`src/rtl/ex_mem_pkg.sv`:
```
// Shared defaults and control-bundle type for the EX/MEM pipeline register.
package ex_mem_pkg;

    localparam int unsigned DATA_W_DEF = 32;
    localparam int unsigned ADDR_W_DEF = 14;
    localparam int unsigned REG_W_DEF  = 5;

    typedef struct packed {
        logic RegWrite;
        logic MemRead;
        logic MemWrite;
        logic MemtoReg;
        logic branch_taken;
    } ex_mem_ctrl_t;

    localparam int unsigned CTRL_W = $bits(ex_mem_ctrl_t);

endpackage

```
`src/rtl/ex_mem_skid_buf.sv`:
```
// Two-entry valid/ready buffer: a main entry that drives the outputs plus
// one skid entry that absorbs the in-flight push when the consumer stalls.
module ex_mem_skid_buf #(
    parameter int unsigned PAYLOAD_W = 8
) (
    input  logic                 clk,
    input  logic                 rst_n,
    input  logic                 flush_i,
    input  logic                 in_valid_i,
    output logic                 in_ready_o,
    input  logic [PAYLOAD_W-1:0] in_data_i,
    output logic                 out_valid_o,
    input  logic                 out_ready_i,
    output logic [PAYLOAD_W-1:0] out_data_o
);

    logic                 main_valid;
    logic                 skid_valid;
    logic [PAYLOAD_W-1:0] main_data;
    logic [PAYLOAD_W-1:0] skid_data;
    logic                 push;
    logic                 pop;

    assign in_ready_o  = ~skid_valid;
    assign push        = in_valid_i & in_ready_o & ~flush_i;
    assign pop         = main_valid & out_ready_i;
    assign out_valid_o = main_valid;
    assign out_data_o  = main_data;

    // Occupancy flags; flush wins over push and pop.
    always_ff @(posedge clk or negedge rst_n) begin
        if (!rst_n) begin
            main_valid <= 1'b0;
            skid_valid <= 1'b0;
        end else if (flush_i) begin
            main_valid <= 1'b0;
            skid_valid <= 1'b0;
        end else if (pop) begin
            // skid_valid implies push is blocked, so at most one source refills main
            main_valid <= skid_valid | push;
            skid_valid <= 1'b0;
        end else if (push) begin
            if (main_valid) begin
                skid_valid <= 1'b1;
            end else begin
                main_valid <= 1'b1;
            end
        end
    end

    // Payload movement; entries keep their contents when invalidated.
    always_ff @(posedge clk or negedge rst_n) begin
        if (!rst_n) begin
            main_data <= '0;
            skid_data <= '0;
        end else if (!flush_i) begin
            if (pop && skid_valid) begin
                main_data <= skid_data;
            end else if (push && (!main_valid || pop)) begin
                main_data <= in_data_i;
            end
            if (push && main_valid && !pop) begin
                skid_data <= in_data_i;
            end
        end
    end

endmodule

```
`src/rtl/ex_mem_pipe_reg.sv`:
```
// EX/MEM pipeline register: computes branch outcome and target at capture,
// buffers the stage payload with backpressure, and gates side-effecting
// controls so a bubble can never write state or redirect fetch.
module ex_mem_pipe_reg
    import ex_mem_pkg::*;
#(
    parameter int unsigned DATA_W = DATA_W_DEF,
    parameter int unsigned ADDR_W = ADDR_W_DEF,
    parameter int unsigned REG_W  = REG_W_DEF
) (
    input  logic              clk,
    input  logic              rst_n,
    input  logic              flush_i,
    input  logic              in_valid_i,
    output logic              in_ready_o,
    input  logic              Zero_i,
    input  logic              RegWrite_i,
    input  logic              Branch_i,
    input  logic              MemRead_i,
    input  logic              MemWrite_i,
    input  logic              MemtoReg_i,
    input  logic [DATA_W-1:0] ALUResult_i,
    input  logic [DATA_W-1:0] imme_i,
    input  logic [DATA_W-1:0] rdata2_i,
    input  logic [ADDR_W-1:0] addr_i,
    input  logic [REG_W-1:0]  rd_i,
    output logic              out_valid_o,
    input  logic              out_ready_i,
    output logic              RegWrite_o,
    output logic              MemRead_o,
    output logic              MemWrite_o,
    output logic              MemtoReg_o,
    output logic              branch_taken_o,
    output logic [DATA_W-1:0] ALUResult_o,
    output logic [DATA_W-1:0] rdata2_o,
    output logic [ADDR_W-1:0] addr_jump_o,
    output logic [REG_W-1:0]  rd_o
);

    localparam int unsigned PAYLOAD_W = CTRL_W + 2 * DATA_W + ADDR_W + REG_W;

    ex_mem_ctrl_t         ctrl_in;
    ex_mem_ctrl_t         ctrl_q;
    logic [ADDR_W-1:0]    addr_jump;
    logic [PAYLOAD_W-1:0] payload_in;
    logic [PAYLOAD_W-1:0] payload_q;
    logic                 valid_q;

    // Only the low ADDR_W immediate bits form the target; the rest are ignored.
    generate
        if (DATA_W > ADDR_W) begin : g_imm_hi
            logic unused_imme_hi;
            assign unused_imme_hi = ^imme_i[DATA_W-1:ADDR_W];
        end
    endgenerate

    // Capture-side branch resolution and payload packing.
    always_comb begin
        ctrl_in              = '0;
        ctrl_in.RegWrite     = RegWrite_i;
        ctrl_in.MemRead      = MemRead_i;
        ctrl_in.MemWrite     = MemWrite_i;
        ctrl_in.MemtoReg     = MemtoReg_i;
        ctrl_in.branch_taken = Branch_i & Zero_i;
        addr_jump            = addr_i + imme_i[ADDR_W-1:0];
        payload_in           = {ctrl_in, ALUResult_i, rdata2_i, addr_jump, rd_i};
    end

    ex_mem_skid_buf #(
        .PAYLOAD_W (PAYLOAD_W)
    ) u_skid (
        .clk         (clk),
        .rst_n       (rst_n),
        .flush_i     (flush_i),
        .in_valid_i  (in_valid_i),
        .in_ready_o  (in_ready_o),
        .in_data_i   (payload_in),
        .out_valid_o (valid_q),
        .out_ready_i (out_ready_i),
        .out_data_o  (payload_q)
    );

    // Unpack the main entry and gate controls that have side effects.
    always_comb begin
        {ctrl_q, ALUResult_o, rdata2_o, addr_jump_o, rd_o} = payload_q;
        out_valid_o    = valid_q;
        RegWrite_o     = ctrl_q.RegWrite     & valid_q;
        MemRead_o      = ctrl_q.MemRead      & valid_q;
        MemWrite_o     = ctrl_q.MemWrite     & valid_q;
        branch_taken_o = ctrl_q.branch_taken & valid_q;
        MemtoReg_o     = ctrl_q.MemtoReg;
    end

endmodule
```
`config.mk`:
```
export PLATFORM = sky130hd
export DESIGN_NAME = ex_mem_pipe_reg
export DESIGN_NICKNAME = d
export VERILOG_FILES = /design/src/rtl/ex_mem_pkg.sv /design/src/rtl/ex_mem_skid_buf.sv /design/src/rtl/ex_mem_pipe_reg.sv
export SDC_FILE = /design/constraint.sdc
export NUM_CORES = 1
export LEC_CHECK = 0
export BUFFER_PORTS_ARGS = -buffer_cell sky130_fd_sc_hd__buf_2
export CELL_PAD_IN_SITES_DETAIL_PLACEMENT = 1
export CELL_PAD_IN_SITES_GLOBAL_PLACEMENT = 1
export CORE_ASPECT_RATIO = 0.6
export CORE_MARGIN = 3
export CORE_UTILIZATION = 39
export DETAILED_ROUTE_END_ITERATION = 6
export GPL_TIMING_DRIVEN = 1
export PLACE_DENSITY = 0.9
export SYNTH_ARGS = -nofsm -noshare
export SYNTH_HDL_FRONTEND = slang
export SYNTH_SLANG_ARGS = --single-unit
```
`constraint.sdc`:
```
create_clock -name clk -period 2.45 [get_ports clk]
set_clock_uncertainty 0.1 [all_clocks]
set_input_delay 0.1225 -clock clk [delete_from_list [all_inputs] [get_ports clk]]
set_output_delay 0.1225 -clock clk [all_outputs]
set_load 0.05 [all_outputs]
```
Yosys cells after proc, flatten, opt, wreduce, memory -nomap -nowiden
Index checks and enable logic that the tools add are counted.
{"block": "classes", "n_lt_le_gt_ge": 0, "addsub": 1, "div": 0, "bitwise": 11, "mul": 0, "eq_ne": 0, "n_mux": 9, "n_shift": 0, "reduce_logical": 13}
{"cell": "$mux W88", "count": 2}
{"cell": "$add A14 B14 Y14", "count": 1}
{"cell": "$and A1 B1 Y1", "count": 8}
{"cell": "$mux W1", "count": 7}
{"cell": "$reduce_and A2 Y1", "count": 3}
{"cell": "$reduce_bool A3 Y1", "count": 2}
{"cell": "$logic_and A1 B1 Y1", "count": 4}
{"cell": "$logic_not A1 Y1", "count": 2}
{"cell": "$not A1 Y1", "count": 2}
{"cell": "$reduce_bool A2 Y1", "count": 1}
{"cell": "$logic_or A1 B1 Y1", "count": 1}
{"cell": "$or A1 B1 Y1", "count": 1}
{"block": "totals", "out_inout_bits": 90, "ram_bits": 0, "in_bits": 126, "romBits": 0, "wordCells": 38, "latchBits": 0, "regBits": 178, "mem_count": 0}

Longest topological paths before layout
Gate-level depths: netlist of run 1.
{"block": "logic_depth", "ltp_word": 6, "ltp_mapped": 9, "ltp_nobuf": 9}

Hierarchy
From an unflattened synthesis of run 1, not the netlist that was laid out.
{"block": "unflattened", "hier_cells": 596, "area_unflattened_um2": 8471.9}
{"mod": "ex_mem_skid_buf", "cells_per_inst": 481, "instances": 1, "area_per_inst_um2": 7691.1, "seq_area_each_um2": 4454.3}
{"mod": "ex_mem_pipe_reg", "cells_per_inst": 115, "instances": 1, "area_per_inst_um2": 780.7, "seq_area_each_um2": 0.0}

Worst setup path after synthesis of run 1
OpenSTA, ideal clock, no wires.
{"block": "synth_timing", "kind": "register to register", "startpoint": "reg u_skid.main_valid (netlist: u_skid.out_valid_o)", "endpoint": "reg u_skid.main_data[84] (netlist: u_skid.out_data_o[84])", "path_buffers": 3, "required_ns": 2.268, "stages_incl_launch_ff": 8, "setup_ns": 0.082, "arrival_ns": 1.776, "slack_ns": 0.493, "period_less_slack_ns": 1.957, "cell_sequence": "dfrtp_1 > buf_2 > nand2_1 > a211oi_2 > buf_2 > buf_2 > nor2_1 > a31oi_1"}
{"block": "synth_via", "elab_chain_cells": 5, "word_cells_on_any_way": 8, "cone_classes": "mux (1); bitwise (1); reduce/logical (6)"}
{"item": "start, declared", "line": "ex_mem_skid_buf.sv:17", "text": "logic main_valid;"}
{"item": "start signal, assigned", "line": "ex_mem_skid_buf.sv:40", "text": "main_valid <= skid_valid | push;"}
{"item": "$and A1 B1 Y1 / $logic_not A1 Y1 (equally long branches)", "line": "ex_mem_skid_buf.sv:26, ex_mem_skid_buf.sv:59"}
{"item": "$logic_or A1 B1 Y1", "line": "ex_mem_skid_buf.sv:59", "text": "end else if (push && (!main_valid || pop)) begin"}
{"item": "$logic_and A1 B1 Y1", "line": "ex_mem_skid_buf.sv:59"}
{"item": "$reduce_bool A2 Y1 (no line)"}
{"item": "$reduce_and A2 Y1 (no line)"}
{"item": "end signal, assigned", "line": "ex_mem_skid_buf.sv:58", "text": "main_data <= skid_data;"}
{"item": "end signal, assigned", "line": "ex_mem_skid_buf.sv:60", "text": "main_data <= in_data_i;"}
{"item": "end, declared", "line": "ex_mem_skid_buf.sv:19", "text": "logic [PAYLOAD_W-1:0] main_data;"}
Parallel ways exist; a longest one is shown, timed or not.
A chain may end at the register's enable or synchronous reset.

Worst setup path after layout of run 1
{"block": "layout_timing", "startpoint": "in addr_i[0]", "endpoint": "reg u_skid.main_data[17] (netlist: u_skid.out_data_o[17])"}
{"block": "layout_via", "elab_chain_cells": 3}
{"item": "start, declared", "line": "ex_mem_pipe_reg.sv:25", "text": "input logic [ADDR_W-1:0] addr_i,"}
{"item": "$add A14 B14 Y14", "line": "ex_mem_pipe_reg.sv:65", "text": "addr_jump = addr_i + imme_i[ADDR_W-1:0];"}
{"item": "$mux W88", "line": "ex_mem_skid_buf.sv:59"}
{"item": "$mux W88", "line": "ex_mem_skid_buf.sv:57", "text": "if (pop && skid_valid) begin"}
Every way passes these cells. The select of a mux whose other input is x is not followed.

==> results_dict.tcl, run 1 <==
set metrics [dict create \
    yosysTopAreaCellShare_pct 51.8 \
    htreeDepth 4 \
    first_pass_iters 6 \
    ys_seq_area_share_pct 51.8 \
    via_per_inst 5.13 \
    fp-row-count 41 \
    min_from "imme_i[13]" \
    grt_pass1_vias 8330 \
    die_h_um 121 \
    ys_top_cells_by_count "nand2_1, dfrtp_1, nor2_1" \
    clock_sinks 178 \
    vdd_drop_max_v 0.000590 \
    setup_viol 0 \
    io_buffers 197 \
    wl_um 27300 \
    vias 7639 \
    wire_per_inst_um 18.4 \
    max_freq_ghz 0.438 \
    regArea_um2 4450 \
    switching_share_pct 38.5 \
    p_int_mw 5.79 \
    min_period_ns 2.28 \
    p_sw_mw 3.62 \
    synth_area_leader_cell "dfrtp_1" \
    ys_async_sr_fraction_pct 100 \
    clock_latency_ns 0.44 \
    status "complete, no violations" \
    netlist_instances 1025 \
    fillerInstances 2518 \
    diodes 0 \
    drt_iter0_markers 409 \
    dpl.hpwl_um 16900 \
    synth_area_um2 8600 \
    multi_input_area_um2 3290 \
    placed_area_um2 9360 \
    finalHoldViolCount 0 \
    comb_power_share_pct 28.8 \
    fin_hold_ws_ns 0.0391 \
    synth_compound_gate_area_share_pct 10.1 \
    synth_edf_count 0 \
    cts_buffers 17 \
    ff2ff_path_depth 7 \
    fin_nets 1338 \
    ys_types 37 \
    cp.arrival_ns 2.49 \
    grt_pass1_wl_um 44200 \
    leakagePower_nw 5.28 \
    gp_congestion 0.809 \
    maxSlewViolCount 0 \
    clock_path_buffers 2 \
    fin_tns_setup_ns 0 \
    synthTopCellsByArea "dfrtp_1, nand2_1, buf_4, a31oi_1, nor2_1" \
    maxCapViolCount 0 \
    synthSimpleGateAreaFrac_pct 24.4 \
    reg2reg_to "u_skid.skid_data[83]" \
    ys_warn_count 0 \
    yosys.area_share.adder_pct 2.12 \
    cp-end-kind "flop" \
    cts.clk_slew.worst_paths_ns 0.06 \
    cts_tree "done" \
    grt_antenna_before_repair 0 \
    setup.worst_path.end "u_skid.out_data_o[17]" \
    reg2reg_from "u_skid.skid_valid" \
    postCtsSetupBuffers 0 \
    seq_power_share_pct 42.8 \
    critPathKind "in2reg" \
    power.share.clock_pct 28.4 \
    rsz0062_at_grt "false" \
    ff2ff_setup_slack_ns 0.18 \
    ys_seq_elements 178 \
    root_buffer "clkbuf_16" \
    synth_xor_area_share_pct 0.916 \
    worstPathMaxFanout 4 \
    yosysMostFrequentCell "nand2_1" \
    period_share_pct 93.2 \
    grt-ovfl-total 0 \
    grt_usage_pct 23.5 \
    ioPinCount 216 \
    cp-start-kind "input port" \
    ys.flop_type "dfrtp_1" \
    cp-startpoint "addr_i[0]" \
    syn-num-nets 1165 \
    start_util_pct 40.3 \
    die_w_um 198 \
    coreArea_um2 21300 \
    synthMuxAreaShare_pct 0.233 \
    worstHoldPathType "in2reg" \
    cp_data_required_time_ns 2.66 \
    p_per_area_nw_per_um2 877 \
    die-area_um2 23900 \
    synth.avg_cell_area_um2 8.39 \
    areaGrowthSynthToFinish_pct 24.8 \
    worst_pin_slew_ns 0.674 \
    relSlewSlack_pct 55.1 \
    synth_top_family_by_area "simple AND/OR/NAND/NOR gates" \
    drive_gt1_share_pct 21.1 \
    grt_max_degree 89 \
    antenna_left 0 \
    drc 0 \
    final_cell_area_um2 10700 \
]
[power by group through the flow]
stage | Sequential [mW] | Combinational (mW) | Clock, mW
after global routing | 4.10 | 2.93 | 2.88
after CTS | 4.00 | 2.69 | 2.73
after global placement | 4.00 | 2.47 | 0
final | 4.03 | 2.71 | 2.67
after floorplan | 3.92 | 2.26 | 0
after detailed placement | 4.05 | 2.57 | 0
[cell type report]
| type | count | area share (%) |
|---|---|---|
| sequential | 178 | 41.5 |
| clock buffer | 17 | 3.96 |
| tap | 279 | 3.25 |
| multi-input combinational | 701 | 30.6 |
| timing repair buffer | 295 | 19.3 |
| inverter | 5 | 0.175 |
| clock inverter | 15 | 1.25 |
[flip-flops by register name (all words and copies together), names as in the netlist]
signal              cells
u_skid.out_data_o      88
u_skid.skid_data       88
u_skid.out_valid_o      1
u_skid.skid_valid       1
[worst max-delay path, cell delays in order]
cell and delay [ns]:
dlygate4sd3_1 0.54, buf_2 0.13, ha_2 0.20, inv_1 0.07, fa_1 0.25, nor2b_4 0.06
o31a_1 0.28, o211a_1 0.25, o41ai_2 0.23, xor2_1 0.24, o211ai_1 0.12
[through the flow]
stage          power (mW)  cells  worst slack (ns)  util [%]
3_5_place_dp         6.62   1376             0.183      43.8
6_report             9.41   1490             0.167      50.3
3_3_place_gp         6.48   1376             0.258      43.8
2_1_floorplan        6.18   1025             0.493         -
4_1_cts              9.42   1490            0.0888      50.3
5_1_grt              9.92   1490            0.0163      50.3
[worst min-delay path by stage]
| stage | end | depth (start not counted) |
|---|---|---|
| 6_report | u_skid.skid_data[18] | 4 |
| 5_1_grt | u_skid.skid_data[18] | 4 |
| 4_1_cts | u_skid.skid_data[18] | 4 |
| 3_5_place_dp | u_skid.out_data_o[18] | 1 |
| 3_3_place_gp | u_skid.out_data_o[18] | 1 |
| 2_1_floorplan | u_skid.out_data_o[0] | 0 |
[routing by layer]
metal | wire [µm] | vias up | global-route usage, %
met2 | 13500 | 243 | 40.3
met1 | 11900 | 3778 | 30.3
met4 | 366 | 0 | 6.32
li1 | - | 3586 | -
met5 | 0 | - | 0
met3 | 1520 | 32 | 5.22
[cell usage in the layout, fill, tap and decap left out, types with 2 or more instances in the layout]
cell type	instances
nand2_1	416
buf_2	196
dfrtp_1	178
nor2_1	90
dlygate4sd3_1	82
a31oi_1	79
o21ai_0	20
clkbuf_16	17
a21oi_1	13
nand3_1	12
ha_1	12
buf_12	11
o211ai_1	6
and2_1	5
a211oi_1	5
xnor2_1	5
clkinvlp_4	5
buf_4	5
inv_1	4
xor2_1	4
a21o_1	4
clkinv_2	4
o21a_1	3
and3_1	3
inv_6	3
or3_1	2
nor2b_1	2
nor3_1	2
mux2i_1	2
[repair_timing]
item,4_1_cts,5_1_grt
hold buffers,82,0
setup endpoints to repair,0,2
resized for setup,0,2
endpoints found under the hold margin,209,0
[cells by family (layout without fill, tap and decap cells)]
logic type,after synthesis,count (layout)
multiplexers,2,2
AND/OR/NAND/NOR,539,539
XOR/XNOR,9,9
flip-flops,178,178
buffers and inverters,146,332
adder cells (fa/ha/maj),14,14
AO/OA/AOI/OAI,137,137
Power figures use the tool's default switching activity.
==> run 2: changes to the inputs <==
CELL_PAD_IN_SITES_DETAIL_PLACEMENT = not set   (was 1)
CELL_PAD_IN_SITES_GLOBAL_PLACEMENT = not set   (was 1)
CORE_UTILIZATION = 54   (was 39)
PLACE_DENSITY = 0.91   (was 0.9)
==> run 2 against run 1 <==
Effect of this change:
- design area down 0.86%
- sequential share of layout area up 0.36 points
- highest routed layer unchanged
- die area down 27%
==> results_dict.tcl, run 2 (synthesis gave the netlist of run 1 again) <==
set metrics [dict create \
    grt-ovfl-total 0 \
    io_buffers 197 \
    grt_pass1_vias 7398 \
    first_pass_iters 5 \
    regArea_um2 4450 \
    maxCapViolCount 0 \
    final_common_cell "nand2_1" \
    wl_um 21800 \
    die_h_um 104 \
    vias 7626 \
    cp-end-kind "flop" \
    coreArea_um2 15500 \
    multi_input_area_um2 3290 \
    cp_data_required_time_ns 2.64 \
    min_from "imme_i[13]" \
    setup_viol 0 \
    met2WireLength_um 10300 \
    hold_end "u_skid.skid_data[18]" \
    reg2reg_from "u_skid.skid_valid" \
    root_buffer "clkbuf_16" \
    period_share_pct 97.4 \
    diodes 0 \
    antenna_left 0 \
    clock_sinks 178 \
    fillerInstances 1104 \
    min_period_ns 2.39 \
    worstHoldPathType "in2reg" \
    fin_ws_ns 0.0629 \
    ioPinCount 216 \
    ff2ff_path_depth 7 \
    grt_pass1_wl_um 35700 \
    cp-start-kind "input port" \
    relSlewSlack_pct 64.1 \
    htreeDepth 4 \
    via_per_inst 5.40 \
    fin_hold_ws_ns 0.0505 \
    critPathKind "in2reg" \
    wire_per_inst_um 15.4 \
    dpl.hpwl_um 13600 \
    fin_nets 1337 \
    drc 0 \
    worstPathMaxFanout 3 \
    grt_antenna_before_repair 0 \
    die-area_um2 17500 \
    vdd_drop_max_v 0.000538 \
    die_w_um 169 \
    wl_met1_um 9290 \
    p_per_area_nw_per_um2 877 \
    ff2ff_setup_slack_ns 0.24 \
    clock_path_buffers 2 \
    leakagePower_nw 5.29 \
    met3_length_um 1820 \
    dp_slack_ns 0.245 \
    cts_buffers 17 \
    clock_latency_ns 0.42 \
    grt_max_degree 91 \
    final_cell_mix "nand2_1, buf_2, dfrtp_1, nor2_1, dlygate4sd3_1" \
    max_freq_ghz 0.419 \
    status "complete, no violations" \
    drt_iter0_markers 763 \
    reg2reg_to "u_skid.skid_data[83]" \
    cts.clk_slew.worst_paths_ns 0.07 \
    maxSlewViolCount 0 \
    start_util_pct 55.6 \
    areaGrowthSynthToFinish_pct 23.8 \
    finalHoldViolCount 0 \
    fp-row-count 35 \
    cp.arrival_ns 2.58 \
    worst_pin_slew_ns 0.539 \
    gp_congestion 0.877 \
    highest_layer "met4" \
    drive_gt1_share_pct 21.1 \
    cts_tree "done" \
    hold_depth 4 \
    grt_usage_pct 24.6 \
]
[run 2: timing repair]
| action | 4_1_cts | 5_1_grt |
|---|---|---|
| hold buffers | 82 | 0 |
| endpoints found under the setup margin | 0 | 2 |
| buffers inserted | 0 | 3 |
| hold endpoints to repair | 207 | 0 |
| gates resized for setup | 0 | 4 |
[run 2: worst max-delay path by stage]
| stage | start | depth (start not counted) | endpoint |
|---|---|---|---|
| 3_3_place_gp | addr_i[0] | 10 | u_skid.out_data_o[17] |
| 4_1_cts | imme_i[0] | 11 | u_skid.skid_data[17] |
| 3_5_place_dp | addr_i[0] | 10 | u_skid.skid_data[17] |
| 5_1_grt | imme_i[0] | 11 | u_skid.out_data_o[17] |
| 2_1_floorplan | u_skid.out_valid_o | 7 | u_skid.out_data_o[84] |
| 6_report | imme_i[0] | 11 | u_skid.out_data_o[17] |
[run 2: area by class of cell]
cell class | count | share of cell area [%]
Clock buffer | 17 | 4.00
Sequential cell | 178 | 41.8
Timing Repair Buffer | 294 | 19.1
Inverter | 5 | 0.176
Multi-Input combinational cell | 701 | 30.9
Tap cell | 203 | 2.39
Clock inverter | 14 | 1.56
[run 2: through the flow]
stage	utilization, %	std cells	TNS [ns]	cell area [µm²]	power (mW)
2_1_floorplan	-	1025	0	8600	6.18
3_3_place_gp	59.5	1296	0	9210	6.43
3_5_place_dp	59.5	1296	0	9210	6.55
4_1_cts	68.7	1409	0	10600	9.34
5_1_grt	68.9	1412	-0.0127	10600	9.78
6_report	68.9	1412	0	10600	9.34
[run 2: report_power, final]
part           switching, mW  internal [mW]
clock network           1.24           1.45
registers              0.384           3.60
logic                   1.88          0.780
[run 2: worst max-delay path: stages]
cell and delay (ns):
dlygate4sd3_1 0.54, buf_2 0.13, ha_2 0.20, inv_2 0.06, fa_2 0.22, nor2b_4 0.05
o31a_1 0.31, o211a_1 0.25, o41ai_2 0.31, xor2_1 0.27, o211ai_1 0.11
[run 2: layer usage]
metal	global-route usage, %	up-vias
met4	6.13	0
met1	33.5	3603
met2	40.0	385
li1	-	3585
met3	5.91	53
met5	0	-
